==> config.mk <==
export PLATFORM = sky130hd
export DESIGN_NAME = instr_fetch_unit_flat
export DESIGN_NICKNAME = d
export VERILOG_FILES = /design/src/rtl/cpu_pkg.sv /design/src/rtl/instr_fetch_unit_if.sv /design/src/rtl/instr_fetch_unit.sv /design/src/flat_wrapper.sv
export SDC_FILE = /design/constraint.sdc
export NUM_CORES = 1
export LEC_CHECK = 0
export CORE_AREA = 2 2 138 140
export DETAILED_ROUTE_END_ITERATION = 7
export DIE_AREA = 0 0 140 142
export MAX_ROUTING_LAYER = met4
export PLACE_DENSITY = 0.56
export SYNTH_ARGS = -nofsm -noshare
export SYNTH_HDL_FRONTEND = slang
export SYNTH_SLANG_ARGS = --single-unit
export TNS_END_PERCENT = 10
==> constraint.sdc <==
create_clock -name clk -period 4.5 [get_ports clk]
set_clock_uncertainty 0.05 [all_clocks]
set_input_delay 0.675 -clock clk [delete_from_list [all_inputs] [get_ports clk]]
set_output_delay 0.675 -clock clk [all_outputs]
set_load 0.02 [all_outputs]
==> src/rtl/cpu_pkg.sv <==
//------------------------------------------------------------------------------
// cpu_pkg: opcode encodings, instruction field positions, fetch FSM states
// Revision: 1.0
//------------------------------------------------------------------------------
`default_nettype none

package cpu_pkg;

   localparam logic [3:0] OP_AND = 4'b0000;
   localparam logic [3:0] OP_OR  = 4'b0001;
   localparam logic [3:0] OP_ADD = 4'b0010;
   localparam logic [3:0] OP_NOT = 4'b0011;
   localparam logic [3:0] OP_SUB = 4'b0110;
   localparam logic [3:0] OP_LDI = 4'b0111;
   localparam logic [3:0] OP_LD  = 4'b1000;
   localparam logic [3:0] OP_SD  = 4'b1010;
   localparam logic [3:0] OP_BNE = 4'b1110;
   localparam logic [3:0] OP_JMP = 4'b1111;

   localparam int OPC_HI = 31;
   localparam int OPC_LO = 28;

   typedef enum logic [1:0] {
      S_IDLE  = 2'd0,
      S_FETCH = 2'd1,
      S_ISSUE = 2'd2
   } fetch_state_t;

   function automatic logic is_legal_opcode(input logic [3:0] op);
      case (op)
         OP_AND, OP_OR, OP_ADD, OP_NOT, OP_SUB,
         OP_LDI, OP_LD, OP_SD, OP_BNE, OP_JMP: is_legal_opcode = 1'b1;
         default:                              is_legal_opcode = 1'b0;
      endcase
   endfunction

endpackage

`default_nettype wire

==> src/rtl/instr_fetch_unit_if.sv <==
//------------------------------------------------------------------------------
// instr_fetch_unit_if: imem request bus, redirect/stall controls, issue bus
// Revision: 1.0
//------------------------------------------------------------------------------
`default_nettype none

interface instr_fetch_unit_if #(
   parameter int PC_W = 32
);
   logic            imem_req;
   logic [PC_W-1:0] imem_addr;
   logic            imem_ready;
   logic [31:0]     imem_rdata;
   logic            redirect_valid;
   logic [PC_W-1:0] redirect_pc;
   logic            stall;
   logic            instr_valid;
   logic [31:0]     instr;
   logic [3:0]      Opcode;
   logic [PC_W-1:0] instr_pc;
   logic            illegal_op;

   // master: the fetch unit; slave: memory plus downstream pipeline
   modport master (
      output imem_req, imem_addr, instr_valid, instr, Opcode, instr_pc, illegal_op,
      input  imem_ready, imem_rdata, redirect_valid, redirect_pc, stall
   );

   modport slave (
      input  imem_req, imem_addr, instr_valid, instr, Opcode, instr_pc, illegal_op,
      output imem_ready, imem_rdata, redirect_valid, redirect_pc, stall
   );
endinterface

`default_nettype wire

==> src/rtl/instr_fetch_unit.sv <==
//------------------------------------------------------------------------------
// instr_fetch_unit: PC owner, imem fetch FSM, redirect handling, issue to decode
// Optional feature macro: ILLEGAL_OP_TRAP_EN (trap illegal opcodes to TRAP_VEC)
// Revision: 1.0
//------------------------------------------------------------------------------
`default_nettype none

module instr_fetch_unit
   import cpu_pkg::*;
#(
   parameter int              PC_W     = 32,
   parameter logic [PC_W-1:0] RESET_PC = {PC_W{1'b0}},
   parameter logic [PC_W-1:0] TRAP_VEC = PC_W'('h100)
) (
   input  logic               clk,
   input  logic               rst_n,
   instr_fetch_unit_if.master bus
);

`ifdef ILLEGAL_OP_TRAP_EN
   localparam bit TRAP_EN = 1'b1;
`else
   localparam bit TRAP_EN = 1'b0;
`endif

   localparam logic [PC_W-1:0] WORD_MASK = ~{{(PC_W-2){1'b0}}, 2'b11};

   fetch_state_t    state;
   logic [PC_W-1:0] pc;
   logic            req;
   logic            valid;
   logic [31:0]     instr_q;
   logic [PC_W-1:0] instr_pc_q;
   logic            illegal_q;

   always_ff @(posedge clk) begin
      if (!rst_n) begin
         state      <= S_IDLE;
         pc         <= RESET_PC;
         req        <= 1'b0;
         valid      <= 1'b0;
         instr_q    <= 32'd0;
         instr_pc_q <= '0;
         illegal_q  <= 1'b0;
      end else begin
         illegal_q <= 1'b0;
         // Redirect overrides whatever the FSM would do, including a completing fetch
         if (bus.redirect_valid) begin
            pc    <= bus.redirect_pc & WORD_MASK;
            valid <= 1'b0;
            req   <= 1'b1;
            state <= S_FETCH;
         end else begin
            case (state)
               S_IDLE: begin
                  req   <= 1'b1;
                  state <= S_FETCH;
               end
               S_FETCH: begin
                  if (bus.imem_ready) begin
                     if (TRAP_EN && !is_legal_opcode(bus.imem_rdata[OPC_HI:OPC_LO])) begin
                        illegal_q <= 1'b1;
                        pc        <= TRAP_VEC;
                     end else begin
                        instr_q    <= bus.imem_rdata;
                        instr_pc_q <= pc;
                        valid      <= 1'b1;
                        req        <= 1'b0;
                        state      <= S_ISSUE;
                     end
                  end
               end
               S_ISSUE: begin
                  if (!bus.stall) begin
                     pc    <= pc + PC_W'(4);
                     valid <= 1'b0;
                     req   <= 1'b1;
                     state <= S_FETCH;
                  end
               end
               default: begin
                  req   <= 1'b0;
                  state <= S_IDLE;
               end
            endcase
         end
      end
   end

   assign bus.imem_req    = req;
   assign bus.imem_addr   = pc;
   assign bus.instr_valid = valid;
   assign bus.instr       = instr_q;
   assign bus.Opcode      = instr_q[OPC_HI:OPC_LO];
   assign bus.instr_pc    = instr_pc_q;
   assign bus.illegal_op  = illegal_q;

endmodule

`default_nettype wire
==> src/flat_wrapper.sv <==
// flat-port wrapper written by rule: the top's interface ports become plain ports
module instr_fetch_unit_flat import cpu_pkg::*;
#(
   parameter int              PC_W     = 32,
   parameter logic [PC_W-1:0] RESET_PC = {PC_W{1'b0}},
   parameter logic [PC_W-1:0] TRAP_VEC = PC_W'('h100)
)
  (clk, rst_n, bus_imem_req, bus_imem_addr, bus_instr_valid, bus_instr, bus_Opcode, bus_instr_pc, bus_illegal_op, bus_imem_ready, bus_imem_rdata, bus_redirect_valid, bus_redirect_pc, bus_stall);
  instr_fetch_unit_if #(.PC_W(PC_W)) bus_i ();
  input  logic clk;
  input  logic rst_n;
  output wire logic [$bits(bus_i.imem_req)-1:0] bus_imem_req;
  output wire logic [$bits(bus_i.imem_addr)-1:0] bus_imem_addr;
  output wire logic [$bits(bus_i.instr_valid)-1:0] bus_instr_valid;
  output wire logic [$bits(bus_i.instr)-1:0] bus_instr;
  output wire logic [$bits(bus_i.Opcode)-1:0] bus_Opcode;
  output wire logic [$bits(bus_i.instr_pc)-1:0] bus_instr_pc;
  output wire logic [$bits(bus_i.illegal_op)-1:0] bus_illegal_op;
  input wire logic [$bits(bus_i.imem_ready)-1:0] bus_imem_ready;
  input wire logic [$bits(bus_i.imem_rdata)-1:0] bus_imem_rdata;
  input wire logic [$bits(bus_i.redirect_valid)-1:0] bus_redirect_valid;
  input wire logic [$bits(bus_i.redirect_pc)-1:0] bus_redirect_pc;
  input wire logic [$bits(bus_i.stall)-1:0] bus_stall;
  assign bus_imem_req = bus_i.imem_req;
  assign bus_imem_addr = bus_i.imem_addr;
  assign bus_instr_valid = bus_i.instr_valid;
  assign bus_instr = bus_i.instr;
  assign bus_Opcode = bus_i.Opcode;
  assign bus_instr_pc = bus_i.instr_pc;
  assign bus_illegal_op = bus_i.illegal_op;
  assign bus_i.imem_ready = bus_imem_ready;
  assign bus_i.imem_rdata = bus_imem_rdata;
  assign bus_i.redirect_valid = bus_redirect_valid;
  assign bus_i.redirect_pc = bus_redirect_pc;
  assign bus_i.stall = bus_stall;
  instr_fetch_unit #(.PC_W(PC_W), .RESET_PC(RESET_PC), .TRAP_VEC(TRAP_VEC)) u_core (.clk(clk), .rst_n(rst_n), .bus(bus_i));
endmodule
# After elaboration in Yosys (flattened, before gate mapping)
# Cells that the tools add are included.
# classes
bitwise,3
muxes,14
reduce_logical,10
addsub,1
n_eq_ne,7
# op_table
op,n
2-to-1 mux 32 bit,3
"adder 32 x 3 -> 32 bit, second input constant",1
AND reduction 2 bit,4
2-to-1 mux 1 bit,6
"inequality test 2 bit, second input constant",3
"inequality test 3 bit, second input constant",2
case mux 2 bit (3 select lines),1
AND reduction 3 bit,2
2-to-1 mux 2 bit,2
nonzero test 2 bit,2
NOT 1 bit,3
case mux 1 bit (3 select lines),1
"equality test 2 x 1 -> 1 bit, second input constant",1
"equality test 2 bit, second input constant",1
logical NOT 2 bit,1
case mux 1 bit (2 select lines),1
OR reduction 2 bit,1
# totals
regBits,100
out_inout_bits,103
word_cells,43

# Logic depth before layout (Yosys ltp)
# depth
word_depth,4
ltp_mapped,7
depth_no_buf,5

# Worst setup path before layout
# Ideal clock, no wire load.
# synth_timing
kind,input port to flip-flop
start,in bus_stall
end,reg u_core.pc[21] (netlist: u_core.bus.imem_addr[21])
n_path_buf,2
setup_ps,74
slack_ps,2010
cell_stages,6
t_arrival_ps,2366
required_ps,4376
cell_sequence,or3b_1 buf_6 or4_4 buf_6 or4_1 a31oi_1
# synth_between
elab_chain_cells,2
# synth_rtl
item,line_no,source
start: declaration,flat_wrapper.sv:23,input wire logic [$bits(bus_i.stall)-1:0] bus_stall;
inequality test 2 bit (no line),n/a,
AND reduction 2 bit (no line),n/a,
end signal: assignment,instr_fetch_unit.sv:49,pc <= bus.redirect_pc & WORD_MASK;
end signal: assignment,instr_fetch_unit.sv:75,pc <= pc + PC_W'(4);
end: declaration,instr_fetch_unit.sv:29,logic [PC_W-1:0] pc;
# Every way passes these cells.
# A chain may end at the register's enable or synchronous reset.

# Worst setup path in the final report
# layout_timing
start,in bus_stall
end,reg u_core.pc[19] (netlist: u_core.bus.imem_addr[19])
# Same word-level chain as after synthesis.

==> results.cfg <==
[outcome]
outcome = complete, but fails checks
failed_checks = DRC

[drt]
initialDrtViolationCount = 280
wire_per_inst_um = 15.17
ant_nets = 0
route.vias.total = 4203
per_cell_via_count_in_the_routed_design = 4.588
route.final.wire_length_um = 13890
drt_first_pass_iters = 6
post-route-drc-count = 16

[timing]
tns_ps = 0
grt_setup_unrepaired = false
final_period_minus_worst_setup_slack_ps = 2788
worst-slew-pin-transition_ps = 991.7
timing.max_slew.rel_slack = 0.3338
fmaxAchievable_ghz = 0.3587
setup-violations-final = 0
period_share = 0.6196
finalMaxSlewViolations = 0
hold_viol_final = 0

[yosys]
synth_xor_xnor_area_share = 0.02093
synth-edff-count = 0
synth-compound-area-share = 0.1705
area_share_of_fa_ha_maj_cells_after_synthesis = 0.002990
post_synth_num_cell_types = 44
netlist_area_um2 = 4184
fraction_of_synthesized_cell_area_taken_by_the_top_area_cell_type = 0.4593
synth_sequential_area_ratio = 0.4593
post_synthesis_share_of_cell_area_spent_on_and_or_nand_and_nor_gates = 0.2778
yosys-top-cells-area = dfxtp_1 46%, nand2_1 12%, a21oi_1 8.6%
synth_seq_cells = 96
avgSynthCellArea_um2 = 7.777
synthDominantAreaCellType = dfxtp_1
ys_async_sr_fraction = 0
ys_dominant_reg_cell = dfxtp_1
main_combinational_cell_family_by_area_after_synthesis = simple AND/OR/NAND/NOR gates
postSynthCellCount = 538
ys_warn_count = 0
synth_mux_area_frac = 0.004785

[floorplan]
initial_core_util = 0.2267
dieWidth_um = 140
die_area_um2 = 19880
floorplan.die.height_um = 142
floorplan.io_pins = 172
rows = 50
placeableCoreArea_um2 = 18460

[worst_hold_path]
timing.hold.worst.class = flop to flop

[worst_setup_path]
critical_path_peak_fanout = 11
criticalPathCategory = input port to flop
crit_path_start_kind = input port
crit_arrival_ps = 3020
cp-end-kind = flop
cp.required_ps = 4730

[power]
leakage_dissipation_nw = 2.045
post_route_total_power_w = 0.002065
cellPowerDensity_nw_per_um2 = 327.4
peakVddDrop_uv = 203.3

[finish]
most-common-layout-cells = 164 x clkdlybuf4s50_1, 139 x nand2_1, 96 x dfxtp_1, 72 x a21oi_1, 24 x o21ai_0
ff_latch_area_um2 = 1922
final_common_cell = clkdlybuf4s50_1
stdcell_count = 916
ratio_of_cells_with_drive_above_1_in_the_final_layout = 0.04399
insertedDiodeCount = 0
fill_count = 1952
flow.area_growth_from_synthesis_pct = 50.75
multiInputGateArea_um2 = 2024
finalNetCount = 747

[clock_tree]
cts-root-to-sink-buffers = 2
cts.sinks = 96
htree_levels = 3
insertion_delay_ps = 350
ctsResizeCount = 0
cts-root-buf = clkbuf_16
tritoncts_clock_tree = yes
clk_pin_slew_ps = 70
cts_made_buffers = 9
post_cts.repair.setup_buffers = 0
cts_hold_repair.buffers = 0

[placed_design]
place_inst = 900
final_wtd_congestion = 0.8149
numPortBuffers = 164
dpl.hpwl_um = 9829

[grt]
grt_use_total = 0.1409
grt-ovfl-total = 0
grt_max_degree = 53
grt_first_pass_wirelength_um = 21500
grt_pass1_vias = 3821
antenna_found_initial = 0

[flow_run]
drv.max_cap_violation_count = 0
synthesized netlist by cell type, types with 4 or more instances:
cell / number
a211oi_1: 9
a21oi_1: 72
a311oi_1: 4
a31oi_1: 6
buf_4: 10
clkbuf_1: 35
dfxtp_1: 96
inv_1: 8
nand2_1: 139
nand3_1: 16
nand4_1: 15
nor2_1: 18
nor3_1: 8
nor4_1: 14
o21ai_0: 24
or3_1: 8
xnor2_1: 8
logic make-up after synthesis:
group,count (synthesis)
buffers and inverters,56
DFF,96
muxes,2
adders and majority gates,1
xor gates and xnor gates,10
AOI/OAI and AO/OA,125
and+or+nand+nor,247
other,1
power breakdown:
part	internal [W]	switching, W
Sequential	0.000884	0.0000471
Combinational	0.000143	0.000139
Clock	0.000493	0.000360
registers in the layout (all words and copies together), names as in the netlist:
register and flops:
u_core.bus.imem_addr 30, u_core.bus.imem_req 1, u_core.bus.instr 32, u_core.bus.instr_pc 30
u_core.bus.instr_valid 1, u_core.state 2
critical path: stages:
cell	delay (ps)
clkdlybuf4s50_1	540
or3b_1	560
or4_4	660
or4_1	420
a31oi_1	160
metal layers:
layer / vias to the layer above / global-route usage / share of wire
li1: 2141 / - / -
met1: 1915 / 0.1825 / 0.46
met2: 137 / 0.2152 / 0.45
met3: 10 / 0.04576 / 0.082
met4: 0 / 0.03190 / 0.012
met5: - / - / 0
path summary, 6_finish.rpt:
check	from	endpoint	slack (ps)	depth (start not counted)
worst min-delay path	u_core.bus.instr_pc[21]$_SDFFE_PN0P_	u_core.bus.instr_pc[21]$_SDFFE_PN0P_	400	2
worst min register to register	u_core.bus.instr_pc[21]$_SDFFE_PN0P_	u_core.bus.instr_pc[21]$_SDFFE_PN0P_	400	2
worst max register to register	u_core.bus.imem_addr[3]$_SDFFE_PN0P_	u_core.bus.imem_addr[26]$_SDFFE_PN0P_	1980	5
worst max-delay path	bus_stall	u_core.bus.imem_addr[19]$_SDFFE_PN0P_	1710	5
final cells by class:
| type | instances | area share |
|---|---|---|
| Clock buffer | 9 | 0.03571 |
| Clock inverter | 7 | 0.01627 |
| Timing Repair Buffer | 171 | 0.2706 |
| Sequential cell | 96 | 0.3047 |
| Inverter | 9 | 0.005356 |
| Multi-Input combinational cell | 390 | 0.3210 |
| Tap cell | 234 | 0.04642 |
per-stage QoR:
| step | hold slack, ps | util | worst slack (ps) | area (um^2) |
|---|---|---|---|---|
| final | 402.9 | 0.3418 | 1712 | 6307 |
| after global routing | 420.2 | 0.3418 | 1458 | 6307 |
| after CTS | 406.6 | 0.3418 | 1672 | 6307 |
| after detailed placement | 396.2 | 0.3240 | 1298 | 5979 |
| after global placement | 392.9 | 0.3240 | 1359 | 5979 |
| after floorplan | 482.6 | - | 2010 | 4199 |
Note: power is estimated with default switching activity, not from simulation.
==> patch: new RTL, config.mk and constraints unchanged <==
`PC_W` is set to 32 in 3 places; all go to 48.
--- a/src/rtl/instr_fetch_unit_if.sv
+++ b/src/rtl/instr_fetch_unit_if.sv
@@ -5,7 +5,7 @@
 `default_nettype none
 
 interface instr_fetch_unit_if #(
-   parameter int PC_W = 32
+   parameter int PC_W = 48
 );
    logic            imem_req;
    logic [PC_W-1:0] imem_addr;
--- a/src/rtl/instr_fetch_unit.sv
+++ b/src/rtl/instr_fetch_unit.sv
@@ -8,7 +8,7 @@
 module instr_fetch_unit
    import cpu_pkg::*;
 #(
-   parameter int              PC_W     = 32,
+   parameter int              PC_W     = 48,
    parameter logic [PC_W-1:0] RESET_PC = {PC_W{1'b0}},
    parameter logic [PC_W-1:0] TRAP_VEC = PC_W'('h100)
 ) (
--- a/src/flat_wrapper.sv
+++ b/src/flat_wrapper.sv
@@ -1,7 +1,7 @@
 // flat-port wrapper written by rule: the top's interface ports become plain ports
 module instr_fetch_unit_flat import cpu_pkg::*;
 #(
-   parameter int              PC_W     = 32,
+   parameter int              PC_W     = 48,
    parameter logic [PC_W-1:0] RESET_PC = {PC_W{1'b0}},
    parameter logic [PC_W-1:0] TRAP_VEC = PC_W'('h100)
 )
Ports: changed (resized bus_imem_addr, bus_instr_pc and bus_redirect_pc); port bits go from 172 to 220. No check against the original RTL was run, so the function may have changed too.
==> patch against the unedited design <==
Critical endpoint is now u_core.bus.imem_addr[42]. Routed wire length increased by 26%. Critical path type unchanged. Sequential cell count rose by 32. Area after synthesis grew 36%. Final area rose by 34%. Setup slack got worse by 0.25 ns. The run still ends with design-rule violations left. Largest cell class unchanged. Power increased by 39%.
==> patch: results (changes against the unedited design) <==
Logic synthesis
  – Post-synth top cells: sky130_fd_sc_hd__nand2_1 (185), sky130_fd_sc_hd__dfxtp_1 (128), sky130_fd_sc_hd__a21boi_0 (78), sky130_fd_sc_hd__clkbuf_1 (44), sky130_fd_sc_hd__o21ai_0 (43)
  – Leading post-synthesis cells by cell area: sky130_fd_sc_hd__dfxtp_1 (45%), sky130_fd_sc_hd__nand2_1 (12%), sky130_fd_sc_hd__a21boi_0 (10%)
  – Proportion of synthesized flip-flops having asynchronous set or reset: 0% (unchanged)
  – Synth Warn #: 0 (unchanged)
  – Unique cell type count in the Yosys netlist: 39 (-11%)
  – Cells after Synth: 690 (+28%)
  – Sequential fraction of the synthesis area: 45.2% (-0.76 points)

Route
  – Vias after detailed routing: 5312 (+26%)
  – Wl on met1: 8010 microns (+26%)
  – Routed wl met2: 8190 microns (+31%)
  – Post-detailed-routing wire length: 17600 microns (+26%)
  – First-pass iteration count of the detailed router: 8 (+2)
  – Remaining design rule violation count: 20 (+4)
  – Top metal layer carrying routed signals: met4
  – Detailed Route Iter0 Violations: 326 (+16%)
  – Wire length on met3: 1330 microns (+16%)

Timing
  – Max_slew headroom: 32.4% (-0.97 points)
  – Worst hold margin: 0.409 ns (+0.00616 ns)

Global routing
  – Vias in the first global route: 5211 (+36%)
  – GR Util All Layers: 18.3% (+4.3 points)
  – Pin count of the biggest net entering global routing: 112 (+110%)
  – Global-route wire length before repair: 28200 microns (+31%)

Outcome
  – Result of the run: complete, but fails checks
  – Violations in the final reports: design-rule violations

Layout
  – Fill cell total of the finished layout: 1879 (-3.7%)
  – Final standard cell count with taps included and fillers excluded: 1118 (+22%)
  – Number of antenna cells inserted: 0 (unchanged)
  – Area of the multi-input gates: 2830 sq um (+40%)
  – Fraction of final layout cells with drive strength greater than 1: 5.20% (+0.80 points)
  – Layout net count: 959 (+28%)

Critical path
  – Worst R2R End: u_core.bus.imem_addr[42]
  – CP arrival: 3.27 ns (+0.25 ns)
  – Maximum fanout along the worst path: 10 (-1)
  – Start of the worst register-to-register path: u_core.state[1]
  – Reg2reg setup slack: 1.87 ns (-0.11 ns)

Placed design
  – Final HPWL from detailed placement: 11900 microns (+21%)
  – Number of instances in the placed design: 1088 (+21%)
  – Buffers added on ports: 212 (+29%)
  – Post-Place Worst Slack: 1.05 ns (-0.250 ns)
  – Area after detailed placement: 7910 sq um (+32%)
  – GPL Wtd Cong: 0.800 (-1.8%)

Clocking
  – Number of H-tree levels: 4 (+1)
  – Max Root-Sink Buffers: 2 (unchanged)
  – Worst-path clk slew: about 0.060 ns
  – Insertion delay to the later sink of the worst-skew pair: 0.41 ns (+0.06 ns)
  – CTS root buffer: sky130_fd_sc_hd__clkbuf_16
  – Postcts setup bufs: 0 (unchanged)
  – Number of CTS-inserted buffers: 17 (+8)

Worst hold path
  – Min-delay src: u_core.bus.instr_pc[47]
  – Capture endpoint of the worst hold path: u_core.bus.instr_pc[47]
  – Hold Crit Depth: 2 (unchanged)

Power and ir drop
  – Leak pwr: 0.00283 uW (+38%)
  – Peak supply drop: 0.238 mV (+17%)
## patch: area by class of cell
type	count	share of cell area, %
multi-input cells	500	33.5
repair buffers	220	26.1
flip-flops and latches	128	30.3
inverters	6	0.267
clock buffers	18	5.20
clock inverters	12	1.14
well taps	234	3.47
## patch: cell families (layout without fill, tap and decap cells)
family,after synthesis,in the layout,share of synthesized area (%)
mux,1,1,0.176
fa+ha+maj,1,1,0.221
buf+inv,66,256,5.38
simple gates,281,281,23.2
flops,128,128,45.2
compound gates,174,174,19.9
xor+xnor,38,38,5.87
other cells,1,5,0.0661
## patch: critical path, cell delays in order
cell                              delay (ns)
sky130_fd_sc_hd__clkdlybuf4s50_1        0.52
sky130_fd_sc_hd__nand4bb_4              0.32
sky130_fd_sc_hd__or3_1                  0.60
sky130_fd_sc_hd__or3_4                  0.52
sky130_fd_sc_hd__o31a_1                 0.31
sky130_fd_sc_hd__o311a_1                0.32
## patch: per-layer routing
layer | GRT usage (%) | vias to the layer above
li1 | - | 2717
met1 | 22.8 | 2436
met2 | 29.5 | 157
met3 | 5.69 | 2
met4 | 4.25 | 0
met5 | - | -
## patch: how the worst max path moves through the flow
stage / endpoint / slack (ns) / depth (start not counted)
global route: u_core.bus.imem_addr[42] / 1.37 / 6
detailed placement: u_core.bus.imem_addr[42] / 1.05 / 6
global placement: u_core.bus.imem_addr[42] / 1.05 / 6
floorplan: u_core.bus.imem_addr[42] / 1.82 / 7
finish: u_core.bus.imem_addr[42] / 1.47 / 6
CTS: u_core.bus.imem_addr[42] / 1.45 / 6
## patch: power breakdown
group / total (uW) / internal, uW / switching [uW]
combinational: 367 / 195 / 172
clock: 1260 / 760 / 503
sequential: 1240 / 1180 / 61.2
total: 2870 / 2140 / 737
